`config.mk`:
```
export PLATFORM = sky130hd
export DESIGN_NAME = spi_ram_sender
export DESIGN_NICKNAME = d
export VERILOG_FILES = /design/src/rtl/spi_ram_sender_pkg.sv /design/src/rtl/spi_ram_sender.sv
export SDC_FILE = /design/constraint.sdc
export NUM_CORES = 1
export LEC_CHECK = 0
export ABC_AREA = 1
export BUFFER_PORTS_ARGS = -buffer_cell sky130_fd_sc_hd__buf_2
export CAP_MARGIN = 10
export CORE_MARGIN = 2
export CORE_UTILIZATION = 55
export CTS_BUF_LIST = sky130_fd_sc_hd__clkbuf_8
export DETAILED_ROUTE_END_ITERATION = 8
export HOLD_SLACK_MARGIN = 0.08
export PLACE_DENSITY = 0.83
export SETUP_SLACK_MARGIN = 0.2
export SYNTH_ARGS = -nofsm -noshare
export SYNTH_HDL_FRONTEND = slang
export SYNTH_SLANG_ARGS = --single-unit
```
`constraint.sdc`:
```
create_clock -name i_clk -period 2.35 [get_ports i_clk]
set_clock_uncertainty 0.1 [all_clocks]
set_input_delay 0.235 -clock i_clk [delete_from_list [all_inputs] [get_ports i_clk]]
set_output_delay 0.235 -clock i_clk [all_outputs]
set_load 0.05 [all_outputs]
```
`src/rtl/spi_ram_sender_pkg.sv`:
```
// Shared types and constants for the SPI RAM sender: FSM state encoding and
// the widths of the half-period/tail counter and the bit counter.
package spi_ram_sender_pkg;

    typedef enum logic [2:0] {
        ST_IDLE,
        ST_FETCH,
        ST_LOAD,
        ST_LOW,
        ST_HIGH,
        ST_TAIL
    } state_e;

    localparam int CNT_W = 8;
    localparam int BIT_W = 3;

    // Reload value for the down-counter so that a phase lasts exactly div cycles.
    function automatic logic [CNT_W-1:0] half_load(input int div);
        return CNT_W'(div - 1);
    endfunction

endpackage

```
`src/rtl/spi_ram_sender.sv`:
```
// SPI master (CPOL=0, MSB first) streaming SRAM bytes 0..len-1 over SCLK/CS_N/MOSI.
// All outputs come straight from registers updated in one FSM process.
module spi_ram_sender
    import spi_ram_sender_pkg::*;
#(
    parameter int AW  = 8,
    parameter int DIV = 4
) (
    input  logic          i_clk,
    input  logic          i_rst,
    input  logic          i_start,
    input  logic [AW:0]   i_len,
    output logic          o_busy,
    output logic          o_done,
    output logic [AW-1:0] o_sram_raddr,
    output logic          o_sram_ren,
    input  logic [7:0]    i_sram_rdata,
    output logic          o_sclk,
    output logic          o_cs_n,
    output logic          o_mosi
);

    localparam logic [CNT_W-1:0] HALF_LOAD = half_load(DIV);
    localparam logic [BIT_W-1:0] LAST_BIT  = '1;

    state_e           state_q;
    logic [CNT_W-1:0] cnt_q;
    logic [BIT_W-1:0] bit_cnt_q;
    logic [AW:0]      addr_q;
    logic [AW:0]      len_q;
    logic [7:0]       sr_q;
    logic             cs_n_q;
    logic             sclk_q;
    logic             busy_q;
    logic             done_q;
    logic             ren_q;
    logic [AW-1:0]    raddr_q;

    logic [AW:0]      addr_d;
    logic             last_byte_d;
    logic             cnt_tc_d;

    assign addr_d      = addr_q + (AW+1)'(1);
    assign last_byte_d = (addr_q == len_q - (AW+1)'(1));
    assign cnt_tc_d    = (cnt_q == '0);

    always_ff @(posedge i_clk) begin
        if (i_rst) begin
            state_q   <= ST_IDLE;
            cnt_q     <= '0;
            bit_cnt_q <= '0;
            addr_q    <= '0;
            len_q     <= '0;
            sr_q      <= '0;
            cs_n_q    <= 1'b1;
            sclk_q    <= 1'b0;
            busy_q    <= 1'b0;
            done_q    <= 1'b0;
            ren_q     <= 1'b0;
            raddr_q   <= '0;
        end else begin
            done_q <= 1'b0;
            case (state_q)
                ST_IDLE: begin
                    if (i_start) begin
                        if (i_len != '0) begin
                            len_q   <= i_len;
                            addr_q  <= '0;
                            raddr_q <= '0;
                            ren_q   <= 1'b1;
                            cs_n_q  <= 1'b0;
                            busy_q  <= 1'b1;
                            state_q <= ST_FETCH;
                        end else begin
                            done_q <= 1'b1;
                        end
                    end
                end
                ST_FETCH: begin
                    ren_q   <= 1'b0;
                    state_q <= ST_LOAD;
                end
                ST_LOAD: begin
                    // MOSI is sr_q[7], so capturing here presents bit 7 in the first LOW.
                    sr_q      <= i_sram_rdata;
                    bit_cnt_q <= '0;
                    cnt_q     <= HALF_LOAD;
                    state_q   <= ST_LOW;
                end
                ST_LOW: begin
                    if (cnt_tc_d) begin
                        cnt_q   <= HALF_LOAD;
                        sclk_q  <= 1'b1;
                        state_q <= ST_HIGH;
                    end else begin
                        cnt_q <= cnt_q - CNT_W'(1);
                    end
                end
                ST_HIGH: begin
                    if (cnt_tc_d) begin
                        cnt_q  <= HALF_LOAD;
                        sclk_q <= 1'b0;
                        if (bit_cnt_q != LAST_BIT) begin
                            sr_q      <= {sr_q[6:0], 1'b0};
                            bit_cnt_q <= bit_cnt_q + BIT_W'(1);
                            state_q   <= ST_LOW;
                        end else if (!last_byte_d) begin
                            addr_q  <= addr_d;
                            raddr_q <= addr_d[AW-1:0];
                            ren_q   <= 1'b1;
                            state_q <= ST_FETCH;
                        end else begin
                            state_q <= ST_TAIL;
                        end
                    end else begin
                        cnt_q <= cnt_q - CNT_W'(1);
                    end
                end
                ST_TAIL: begin
                    if (cnt_tc_d) begin
                        cs_n_q  <= 1'b1;
                        done_q  <= 1'b1;
                        busy_q  <= 1'b0;
                        sr_q    <= '0;
                        raddr_q <= '0;
                        state_q <= ST_IDLE;
                    end else begin
                        cnt_q <= cnt_q - CNT_W'(1);
                    end
                end
                default: begin
                    state_q <= ST_IDLE;
                    cs_n_q  <= 1'b1;
                    sclk_q  <= 1'b0;
                    busy_q  <= 1'b0;
                    ren_q   <= 1'b0;
                    sr_q    <= '0;
                end
            endcase
        end
    end

    assign o_busy       = busy_q;
    assign o_done       = done_q;
    assign o_sram_raddr = raddr_q;
    assign o_sram_ren   = ren_q;
    assign o_sclk       = sclk_q;
    assign o_cs_n       = cs_n_q;
    assign o_mosi       = sr_q[7];

endmodule
```
[Word-level counts from Yosys, hierarchy flattened]
Cells that the tools add are included.
Word-level totals
  bits of input ports: 20
  output and inout bits: 14
  register bits after elaboration: 53
  logic and storage cells: 105
Cells by class
  equality and inequality tests: 16
  reduce and logical (&&, ||, !) cells: 22
  $add $sub $neg: 4
  bitwise operators: 4
  mux-type cells: 47
Operators with widths (number)
  8-bit two-way mux: 10
  8-bit one-hot mux with 3 select lines: 2
  9-bit two-way mux: 5
  8-bit one-hot mux with 4 select lines: 1
  3-bit two-way mux: 9
  2-bit inequality test, second input constant: 9
  3-bit one-hot mux with 6 select lines: 1
  9-bit one-hot mux with 2 select lines: 1
  1-bit two-way mux: 12
  1-bit one-hot mux with 3 select lines: 4
  6-bit AND reduction: 2
  9-bit by 1-bit adder with 9-bit output, second input constant: 1
  9-bit == test: 1
  3-bit AND reduction: 3
  9-bit nonzero test: 1
  9-bit by 1-bit subtractor with 9-bit output, second input constant: 1
  8-bit logical NOT: 1
  4-bit AND reduction: 2
  4-bit OR reduction: 2
  8-bit by 1-bit subtractor with 8-bit output, second input constant: 1
  7-bit AND reduction: 1
  3-bit by 2-bit == test with 1-bit output, second input constant: 2
  3-bit == test, second input constant: 2
  3-bit one-hot mux with 2 select lines: 1
  12 further kinds: 18

[Longest topological paths before layout]
Gate-level depths: netlist of run 1.
  word-level depth: 6
  gate-level depth with buffers: 16
  gate-level depth less buffers: 15

[Worst setup path after synthesis of run 1]
No wires, ideal clock.
  path type: flip-flop to flip-flop
  start point: reg len_q[0]
  end point: reg addr_q[2]
  path buffers: 1
  setup time: 0.113 ns
  setup slack: 0.454 ns
  required time: 2.137 ns
  arrival: 1.683 ns
  cell stages (with the launch flop): 17
  cells stage by stage: dfxtp_1 -> inv_1 -> ha_1 -> inv_1 -> nand2_1 -> nand2_1 -> nor2_1 -> nand2_1 -> nor2_1 -> nand2_1 -> nor2_2 -> nand3_4 -> nand3_4 -> buf_6 -> nand2_1 -> nand2_1 -> nor2_1
On the way
  cells in the longest elaborated chain, start to end: 4
RTL lines
  from (decl): RTL line spi_ram_sender.sv:30  | logic [AW:0] len_q;
  from (signal assigned): RTL line spi_ram_sender.sv:67  | len_q <= i_len;
  9-bit by 1-bit subtractor with 9-bit output: RTL line spi_ram_sender.sv:44  | assign last_byte_d = (addr_q == len_q - (AW+1)'(1));
  9-bit == test: RTL line spi_ram_sender.sv:44
  2-bit inequality test (no line)
  6-bit AND reduction (no line)
  to (signal assigned): RTL line spi_ram_sender.sv:108  | addr_q <= addr_d;
  to (decl): RTL line spi_ram_sender.sv:29  | logic [AW:0] addr_q;
No other way between the ends.
A chain may end at the register's enable or synchronous reset.

[Worst setup path after layout of run 1]
  start point: reg len_q[0]
  end point: reg addr_q[1]
Same word-level chain as after synthesis.

==> results.sh, run 1 <==
export IMPL_end_kind="flop"
export IMPL_seqPwrFrac_pct=30.5
export IMPL_grt_pass1_vias=2875
export IMPL_avgSynthCellArea_sq_um=6.650
export IMPL_portBuffers=33
export IMPL_clk_pin_slew_ns=0.10
export IMPL_ir_drop_mv=0.7936
export IMPL_worstPathMaxFanout=7
export IMPL_worst_slew_pin_slew_ns=0.5115
export IMPL_syn_to_final_growth_pct=16.22
export IMPL_worstHoldStart="i_sram_rdata[0]"
export IMPL_p_per_area_nw_per_um2=1379
export IMPL_swShare_pct=48.39
export IMPL_rsz0062_at_grt="no"
export IMPL_cts_tree="yes"
export IMPL_drv_slew=0
export IMPL_clk_latency_ns=0.31
export IMPL_fp_row_count=27
export IMPL_gr_total_overflow=0
export IMPL_r2r_start="len_q[0]$_SDFFE_PP0P_"
export IMPL_p_sw_mw=2.358
export IMPL_routed_wl_um=7455
export IMPL_period_share_pct=86.85
export IMPL_wl_per_cell_um=13.06
export IMPL_violations="design-rule violations"
export IMPL_antenna_found_initial=0
export IMPL_yosysUniqueCellTypes=34
export IMPL_htree_levels=2
export IMPL_hold_path_class="primary input to flop"
export IMPL_coreArea_sq_um=5405
export IMPL_cts_made_buffers=5
export IMPL_viasPerCell=5.517
export IMPL_critPathLaunch="len_q[0]$_SDFFE_PP0P_"
export IMPL_arrival_ns=2.16
export IMPL_die_h_um=78.34
export IMPL_nFillCells=470
export IMPL_whs_ns=0.08595
export IMPL_clock_sinks=53
export IMPL_num_vias=3150
export IMPL_combinationalPowerShare_pct=54.5
export IMPL_syn_cell_area_sq_um=3039
export IMPL_outcome="finished with violations"
export IMPL_ant_nets=0
export IMPL_start_util_pct=56.23
export IMPL_layout_nets=523
export IMPL_final_cell_mix="nand2_1 (105), inv_1 (56), dfxtp_1 (49), o21ai_0 (43), nor2_1 (42)"
export IMPL_drive_gt1_share_pct=20.64
export IMPL_p_leak_nw=1.674
export IMPL_grt_use_total_pct=24.00
export IMPL_fmax_mhz=490.0
export IMPL_synth_top_area_share_pct=34.91
export IMPL_synth_nets=482
export IMPL_critPathRequiredTime_ns=2.47
export IMPL_syn_instance_count=457
export IMPL_setup_tns_final_ns=0
export IMPL_yosys_top_cells_area="dfxtp_1 (35%), nand2_1 (13%), o21ai_0 (7.4%)"
export IMPL_maxCapViolations=0
export IMPL_place_congestion=0.9358
export IMPL_synth_area_leader_cell="dfxtp_1"
export IMPL_grt_max_degree=30
export IMPL_yosysWarnings=0
export IMPL_die_area_sq_um=6136
export IMPL_clockPowerShare_pct=15.0
export IMPL_firstDrtPassIters=9
export IMPL_cts_buffer_depth=2
export IMPL_slew_headroom_pct=65.82
export IMPL_drt_iter0_drc=388
export IMPL_layout_commonest_cell="nand2_1"
export IMPL_cts_root_buf="clkbuf_8"
export IMPL_setup_violations=0
export IMPL_hold_viol_final=0
export IMPL_p_int_mw=2.514
export IMPL_drc=1
export IMPL_dpl_hpwl_um=5046
export IMPL_synth_seq_cells=53
export IMPL_crit_type="flop to flop"
export IMPL_min_period_ns=2.041
export IMPL_seq_area_frac_synth_pct=34.91
export IMPL_final_util_pct=65.35
export IMPL_hold_buffers=0
export IMPL_die_width_um=78.34
export IMPL_grt_first_pass_wirelength_um=12170
export IMPL_ios=34
export IMPL_startpoint_type="flop"
export IMPL_rrSetupSlack_ns=0.31
export IMPL_num_antenna_cells=0
## critical path, stage by stage (launching register included)
cell and delay (ns):
dfxtp_2 0.34, inv_2 0.07, ha_4 0.26, inv_1 0.03, nand2_1 0.05, nand2_1 0.04, nor2_1 0.09, nand2_1 0.05
nor2_1 0.08, nand2_1 0.09, nor2_4 0.20, nand3_4 0.17, nand3_4 0.17, nand2_1 0.08, nand2_1 0.08, nor2_1 0.05
## cell type report
class	count	area [sq um]	share of cell area [%]
well taps	72	90.09	2.550
repair buffers	41	237.7	6.730
clock inverters	3	65.06	1.842
multi-input cells	324	1725	48.85
flip-flops and latches	53	1066	30.18
inverters	73	279.0	7.899
clock buffers	5	68.82	1.948
## power by group through the flow
stage,registers (mW),clock network [mW],logic [mW]
4_1_cts,1.47,0.742,2.40
2_1_floorplan,1.68,0,1.73
3_3_place_gp,1.47,0,2.31
5_1_grt,1.52,0.771,2.98
3_5_place_dp,1.48,0,2.38
6_report,1.49,0.731,2.65
## synthesized netlist by cell type, drive strengths merged
| library cell | n |
|---|---|
| a21oi | 41 |
| a22o | 1 |
| a31oi | 3 |
| buf | 9 |
| clkbuf | 3 |
| clkinv | 1 |
| dfxtp | 53 |
| ha | 5 |
| inv | 72 |
| nand2 | 115 |
| nand3 | 30 |
| nand4 | 19 |
| nor2 | 48 |
| nor3 | 2 |
| o211a | 1 |
| o21ai | 47 |
| o21bai | 1 |
| o31ai | 1 |
| or2 | 1 |
| xnor2 | 2 |
| xor2 | 2 |
## metal layers
layer  vias up  share of wire [%]  global-route usage, %
met5         -                  0                      0
met4         0                2.4                  8.070
met3        28                6.1                  3.793
met2       141                 50                  44.66
met1      1408                 41                  27.88
li1       1573                  -                      -
## final timing paths
check / end / cells after the start
hold / removal: sr_q[0]$_SDFFE_PP0P_ / 3
setup reg to reg: addr_q[1]$_SDFFE_PP0P_ / 15
hold reg to reg: sr_q[7]$_SDFFE_PP0P_ / 2
setup / recovery: addr_q[1]$_SDFFE_PP0P_ / 15
## logic make-up (layout without fill, tap and decap cells)
| logic type | count (synthesis) | count (layout) | share of synthesized area [%] |
|---|---|---|---|
| XOR/XNOR | 4 | 4 | 1.153 |
| AND/OR/NAND/NOR | 215 | 220 | 33.47 |
| adder cells (fa/ha/maj) | 5 | 5 | 2.058 |
| buffers and inverters | 85 | 122 | 11.57 |
| AO/OA/AOI/OAI | 95 | 95 | 16.84 |
| flip-flops | 53 | 53 | 34.91 |
## registers in the layout, summed over array words and instances (netlist names), 3 cells and up
register and cells:
addr_q 9, bit_cnt_q 3, cnt_q 8, len_q 9
o_sram_raddr 8, sr_q 8, state_q 3
## per-stage QoR
stage	cell area (sq um)	instances	power (mW)	setup slack (ns)
4_1_cts	3388	561	4.616	0.2113
3_3_place_gp	3254	553	3.787	0.2914
2_1_floorplan	3039	457	3.415	0.4543
5_1_grt	3532	571	5.273	0.1499
3_5_place_dp	3254	553	3.862	0.2252
6_report	3532	571	4.872	0.3091
## what timing repair did
action | in CTS | in global routing
endpoints found under the setup margin | 0 | 26
gates resized for setup | 0 | 19
setup buffers | 0 | 5
endpoints found under the hold margin | 0 | 0
No activity file was read; power rests on OpenSTA's default activity.
==> run 2: changes to the inputs <==
- MAX_ROUTING_LAYER: unset -> met4
==> run 2 against run 1 <==
  * The run now ends clean
  * Combinational power hardly changed
  * Count of clock-buffer cells in the layout stayed put
  * Core utilization is 0.23 points lower
  * Sequential share of layout area is 0.11 points higher
  * Final area is 0.35% lower
  * Via count is 0.57% lower
  * Power is 0.21% lower
  * Flip-flop and latch count stayed put
  * Final cell count is 0.18% lower
==> results.sh, run 2 (synthesized netlist as in run 1, its figures left out) <==
export IMPL_cts_buffer_depth=2
export IMPL_cts_made_buffers=5
export IMPL_largestRegisters="addr_q x9, len_q x9"
export IMPL_die_h_um=78.34
export IMPL_clk_latency_ns=0.31
export IMPL_critPathRequiredTime_ns=2.47
export IMPL_min_period_ns=2.060
export IMPL_crit_type="flop to flop"
export IMPL_path_cells="inv_2 > ha_4 > nand3_2 > o21ai_0 > nand3_1 > nor2_2 > nand3_4 > nand3_4 > nand2_1 > nand2_1 > nor2_1"
export IMPL_p_per_area_nw_per_um2=1381
export IMPL_arrival_ns=2.18
export IMPL_die_width_um=78.34
export IMPL_layout_nets=522
export IMPL_ios=34
export IMPL_firstDrtPassIters=5
export IMPL_dpl_hpwl_um=5046
export IMPL_setup_tns_final_ns=0
export IMPL_crit_buf_inv=1
export IMPL_rsz0062_at_grt="no"
export IMPL_final_util_pct=65.12
export IMPL_final_cell_mix="nand2_1 (105), inv_1 (56), dfxtp_1 (49), o21ai_0 (43), nor2_1 (42)"
export IMPL_worst_slew_pin_slew_ns=0.5006
export IMPL_routed_wl_um=7492
export IMPL_hold_path_class="primary input to flop"
export IMPL_grt_pass1_vias=2875
export IMPL_viasPerCell=5.495
export IMPL_htree_levels=2
export IMPL_ant_nets=0
export IMPL_hold_buffers=0
export IMPL_grt_use_total_pct=24.67
export IMPL_post_route_cell_area_sq_um=3520
export IMPL_drc=0
export IMPL_drv_slew=0
export IMPL_start_util_pct=56.23
export IMPL_setup_violations=0
export IMPL_syn_to_final_growth_pct=15.81
export IMPL_layout_commonest_cell="nand2_1"
export IMPL_maxCapViolations=0
export IMPL_end_kind="flop"
export IMPL_placed_cell_area_sq_um=3254
export IMPL_drive_gt1_share_pct=20.48
export IMPL_place_congestion=0.9526
export IMPL_drt_iter0_drc=411
export IMPL_power_mw=4.862
export IMPL_setup_slack_ns=0.2896
export IMPL_grt_first_pass_wirelength_um=12160
export IMPL_outcome="finished clean"
export IMPL_num_vias=3132
export IMPL_grt_max_degree=30
export IMPL_critPathMaxStageDelay_ns=0.34
export IMPL_slew_headroom_pct=66.55
export IMPL_num_antenna_cells=0
export IMPL_wl_per_cell_um=13.14
export IMPL_portBuffers=33
export IMPL_clock_sinks=53
export IMPL_fp_row_count=27
export IMPL_period_share_pct=87.68
export IMPL_gr_total_overflow=0
export IMPL_die_area_sq_um=6136
export IMPL_hold_viol_final=0
export IMPL_fmax_mhz=485.4
export IMPL_ir_drop_mv=0.7936
export IMPL_path_delay_family="simple AND/OR/NAND/NOR gates"
export IMPL_p_leak_nw=1.668
export IMPL_cts_root_buf="clkbuf_8"
export IMPL_startpoint_type="flop"
export IMPL_worstPathMaxFanout=7
export IMPL_cts_tree="yes"
export IMPL_dp_slack_ns=0.2252
export IMPL_clk_pin_slew_ns=0.10
export IMPL_crit_slowest_cell="dfxtp_2"
export IMPL_antenna_found_initial=0
export IMPL_coreArea_sq_um=5405
run 2: changes by cell type in the layout (fill, tap and decap cells not counted):
cell and change:
nor2_4 -1, buf_4 -1, nor2_2 +1
run 2: routing by layer:
layer | up-vias | global-route usage (%) | share of wire (%)
met5 | - | - | 0
met4 | 0 | 8.070 | 2.0
met3 | 22 | 3.793 | 6.2
met2 | 122 | 44.74 | 51
met1 | 1421 | 27.81 | 41
li1 | 1567 | - | -
run 2: timing repair:
| action | 4_1_cts | 5_1_grt |
|---|---|---|
| setup buffers | 0 | 4 |
| resized for setup | 0 | 18 |
| endpoints found under the setup margin | 0 | 26 |
run 2: power by group:
part,switching (mW),leakage (nW),internal [mW]
sequential,0.270,0.436,1.22
clock,0.312,0.0681,0.423
combinational,1.77,1.16,0.863
run 2: path summary, 6_finish.rpt:
check	from	endpoint	slack, ns	cells after the start
max	len_q[0]$_SDFFE_PP0P_	addr_q[1]$_SDFFE_PP0P_	0.29	11
min	i_sram_rdata[0]	sr_q[0]$_SDFFE_PP0P_	0.08	3
max reg2reg	len_q[0]$_SDFFE_PP0P_	addr_q[1]$_SDFFE_PP0P_	0.29	11
min reg2reg	sr_q[7]$_SDFFE_PP0P_	sr_q[7]$_SDFFE_PP0P_	0.36	2
run 2: cell type report:
type,instances,area (sq um)
Sequential cell,53,1066
Clock buffer,5,68.82
Inverter,73,279.0
Clock inverter,3,65.06
Multi-Input combinational cell,324,1720
Fill cell,473,1886
Tap cell,72,90.09
Timing Repair Buffer,40,230.2
run 2: per-stage QoR:
stage               hold WS [ns]  cells
floorplan                 0.2041    457
global placement          0.3322    553
detailed placement        0.3440    553
CTS                      0.08180    561
global route              0.1062    570
finish                   0.08462    570
run 2: tightest hold or removal path, cell delays in order:
cell	delay [ns]
buf_2	0.09
nand2_1	0.06
a21oi_1	0.06
==> run 3: changes to the inputs <==
==> constraint.sdc (replaced) <==
create_clock -name i_clk -period 2.35 [get_ports i_clk]
set_clock_uncertainty 0.1 [all_clocks]
set_input_delay 0.1175 -clock i_clk [delete_from_list [all_inputs] [get_ports i_clk]]
set_output_delay 0.1175 -clock i_clk [all_outputs]
set_load 0.05 [all_outputs]
==> run 3 against run 2 <==
  * Clock power down 31%
  * Non-clock buffer count grew 11
  * Sequential share of layout area shrank 0.29 points
  * Critical path depth is 4 higher
  * Core utilization grew 0.62 points
  * Largest power group unchanged
  * Global-route usage increased by 0.18 points
  * Critical path type unchanged
  * Hold slack better by 0.010 ns
==> results.sh, run 3 (synthesized netlist as in run 1, its figures left out) <==
export IMPL_htree_levels=2
export IMPL_layout_nets=530
export IMPL_start_util_pct=56.23
export IMPL_setup_slack_ns=0.2939
export IMPL_rsz0062_at_grt="yes"
export IMPL_startpoint_type="flop"
export IMPL_grt_use_total_pct=24.85
export IMPL_place_congestion=0.9502
export IMPL_crit_type="flop to flop"
export IMPL_routed_wl_um=7499
export IMPL_viasPerCell=5.493
export IMPL_ant_nets=0
export IMPL_clock_sinks=53
export IMPL_firstDrtPassIters=5
export IMPL_placed_cell_area_sq_um=3242
export IMPL_dpl_hpwl_um=5033
export IMPL_final_cell_mix="nand2_1 (104), inv_1 (55), dfxtp_1 (49), o21ai_0 (43), nor2_1 (42)"
export IMPL_rrSetupSlack_ns=0.29
export IMPL_cts_tree="yes"
export IMPL_arrival_ns=2.17
export IMPL_worst_slew_pin_slew_ns=0.5108
export IMPL_die_width_um=78.34
export IMPL_critPathMaxStageDelay_ns=0.37
export IMPL_clk_latency_ns=0.31
export IMPL_num_antenna_cells=0
export IMPL_whs_ns=0.09501
export IMPL_cts_root_buf="clkbuf_8"
export IMPL_critPathRequiredTime_ns=2.47
export IMPL_path_cells="inv_4 > ha_4 > inv_2 > nand2_1 > nand2_1 > nor2_1 > nand2_1 > nor2_1 > nand2_1 > nor2_4 > nand3_4 > nand3_4 > nand2_1 > nand2_1 > nor2_1"
export IMPL_ir_drop_mv=0.7064
export IMPL_num_vias=3175
export IMPL_power_mw=4.615
export IMPL_syn_to_final_growth_pct=16.92
export IMPL_grt_max_degree=30
export IMPL_hold_path_class="primary input to flop"
export IMPL_gr_total_overflow=0
export IMPL_maxCapViolations=0
export IMPL_final_util_pct=65.74
export IMPL_crit_top_cell="nand2_1"
export IMPL_p_per_area_nw_per_um2=1299
export IMPL_drc=0
export IMPL_ios=34
export IMPL_final_cells=578
export IMPL_p_leak_nw=1.678
export IMPL_place_inst=553
export IMPL_cts_buffer_depth=2
export IMPL_layout_commonest_cell="nand2_1"
export IMPL_drv_slew=0
export IMPL_hold_viol_final=0
export IMPL_clk_pin_slew_ns=0.10
export IMPL_crit_buf_inv=2
export IMPL_die_h_um=78.34
export IMPL_outcome="finished clean"
export IMPL_coreArea_sq_um=5405
export IMPL_drt_iter0_drc=349
export IMPL_min_period_ns=2.056
export IMPL_slew_headroom_pct=65.86
export IMPL_grt_first_pass_wirelength_um=12170
export IMPL_setup_tns_final_ns=0
export IMPL_end_kind="flop"
export IMPL_path_delay_family="simple AND/OR/NAND/NOR gates"
export IMPL_largestRegisters="addr_q x9, len_q x9"
export IMPL_period_share_pct=87.49
export IMPL_crit_slowest_cell="dfxtp_2"
export IMPL_wl_per_cell_um=12.97
export IMPL_drive_gt1_share_pct=19.76
export IMPL_fmax_mhz=486.4
export IMPL_portBuffers=33
export IMPL_dp_slack_ns=0.2178
export IMPL_setup_violations=0
export IMPL_grt_pass1_vias=2876
export IMPL_post_route_cell_area_sq_um=3553
export IMPL_antenna_found_initial=0
export IMPL_die_area_sq_um=6136
export IMPL_cts_made_buffers=5
export IMPL_fp_row_count=27
export IMPL_worstPathMaxFanout=8
[run 3: changes by cell type in the layout (fill, tap and decap cells not counted), sizes merged]
cell	previous run	this run
buf	40	39
clkinv	2	3
nand3	34	32
bufinv	2	0
clkinvlp	0	1
nor2	49	48
dlygate4sd3	0	12
[run 3: metal layers]
metal,part of all wire (%),GRT usage [%],vias to the layer above
li1,-,-,1583
met1,42,28.68,1465
met2,50,42.59,106
met3,4.4,4.828,21
met4,3.1,10.00,0
met5,0,-,-
[run 3: tightest hold or removal path, cell delays in order]
cell,delay [ns]
buf_2,0.07
nand2_1,0.04
o21ai_0,0.06
o21ai_1,0.07
a21oi_1,0.10
[run 3: final cells by class]
class	count	area, sq um
multi-input cells	321	1689
well taps	72	90.09
fillers	486	1852
repair buffers	51	342.8
clock buffers	5	68.82
flip-flops and latches	53	1066
clock inverters	3	17.52
inverters	73	279.0
[run 3: power by group]
part / total [mW] / internal [mW] / switching, mW
Combinational: 2.63 / 0.884 / 1.74
Sequential: 1.48 / 1.22 / 0.264
Clock: 0.505 / 0.206 / 0.298
[run 3: final timing paths]
path,endpoint,cells after the start,start
max reg2reg,addr_q[0]$_SDFFE_PP0P_,15,len_q[0]$_SDFFE_PP0P_
max,addr_q[0]$_SDFFE_PP0P_,15,len_q[0]$_SDFFE_PP0P_
min,sr_q[4]$_SDFFE_PP0P_,5,i_sram_rdata[4]
min reg2reg,sr_q[7]$_SDFFE_PP0P_,2,sr_q[7]$_SDFFE_PP0P_
[run 3: what timing repair did]
action,in CTS,in global routing
resized for setup,0,19
endpoints found under the hold margin,19,0
buffers inserted,0,3
hold buffers,12,0
setup endpoints to repair,0,28
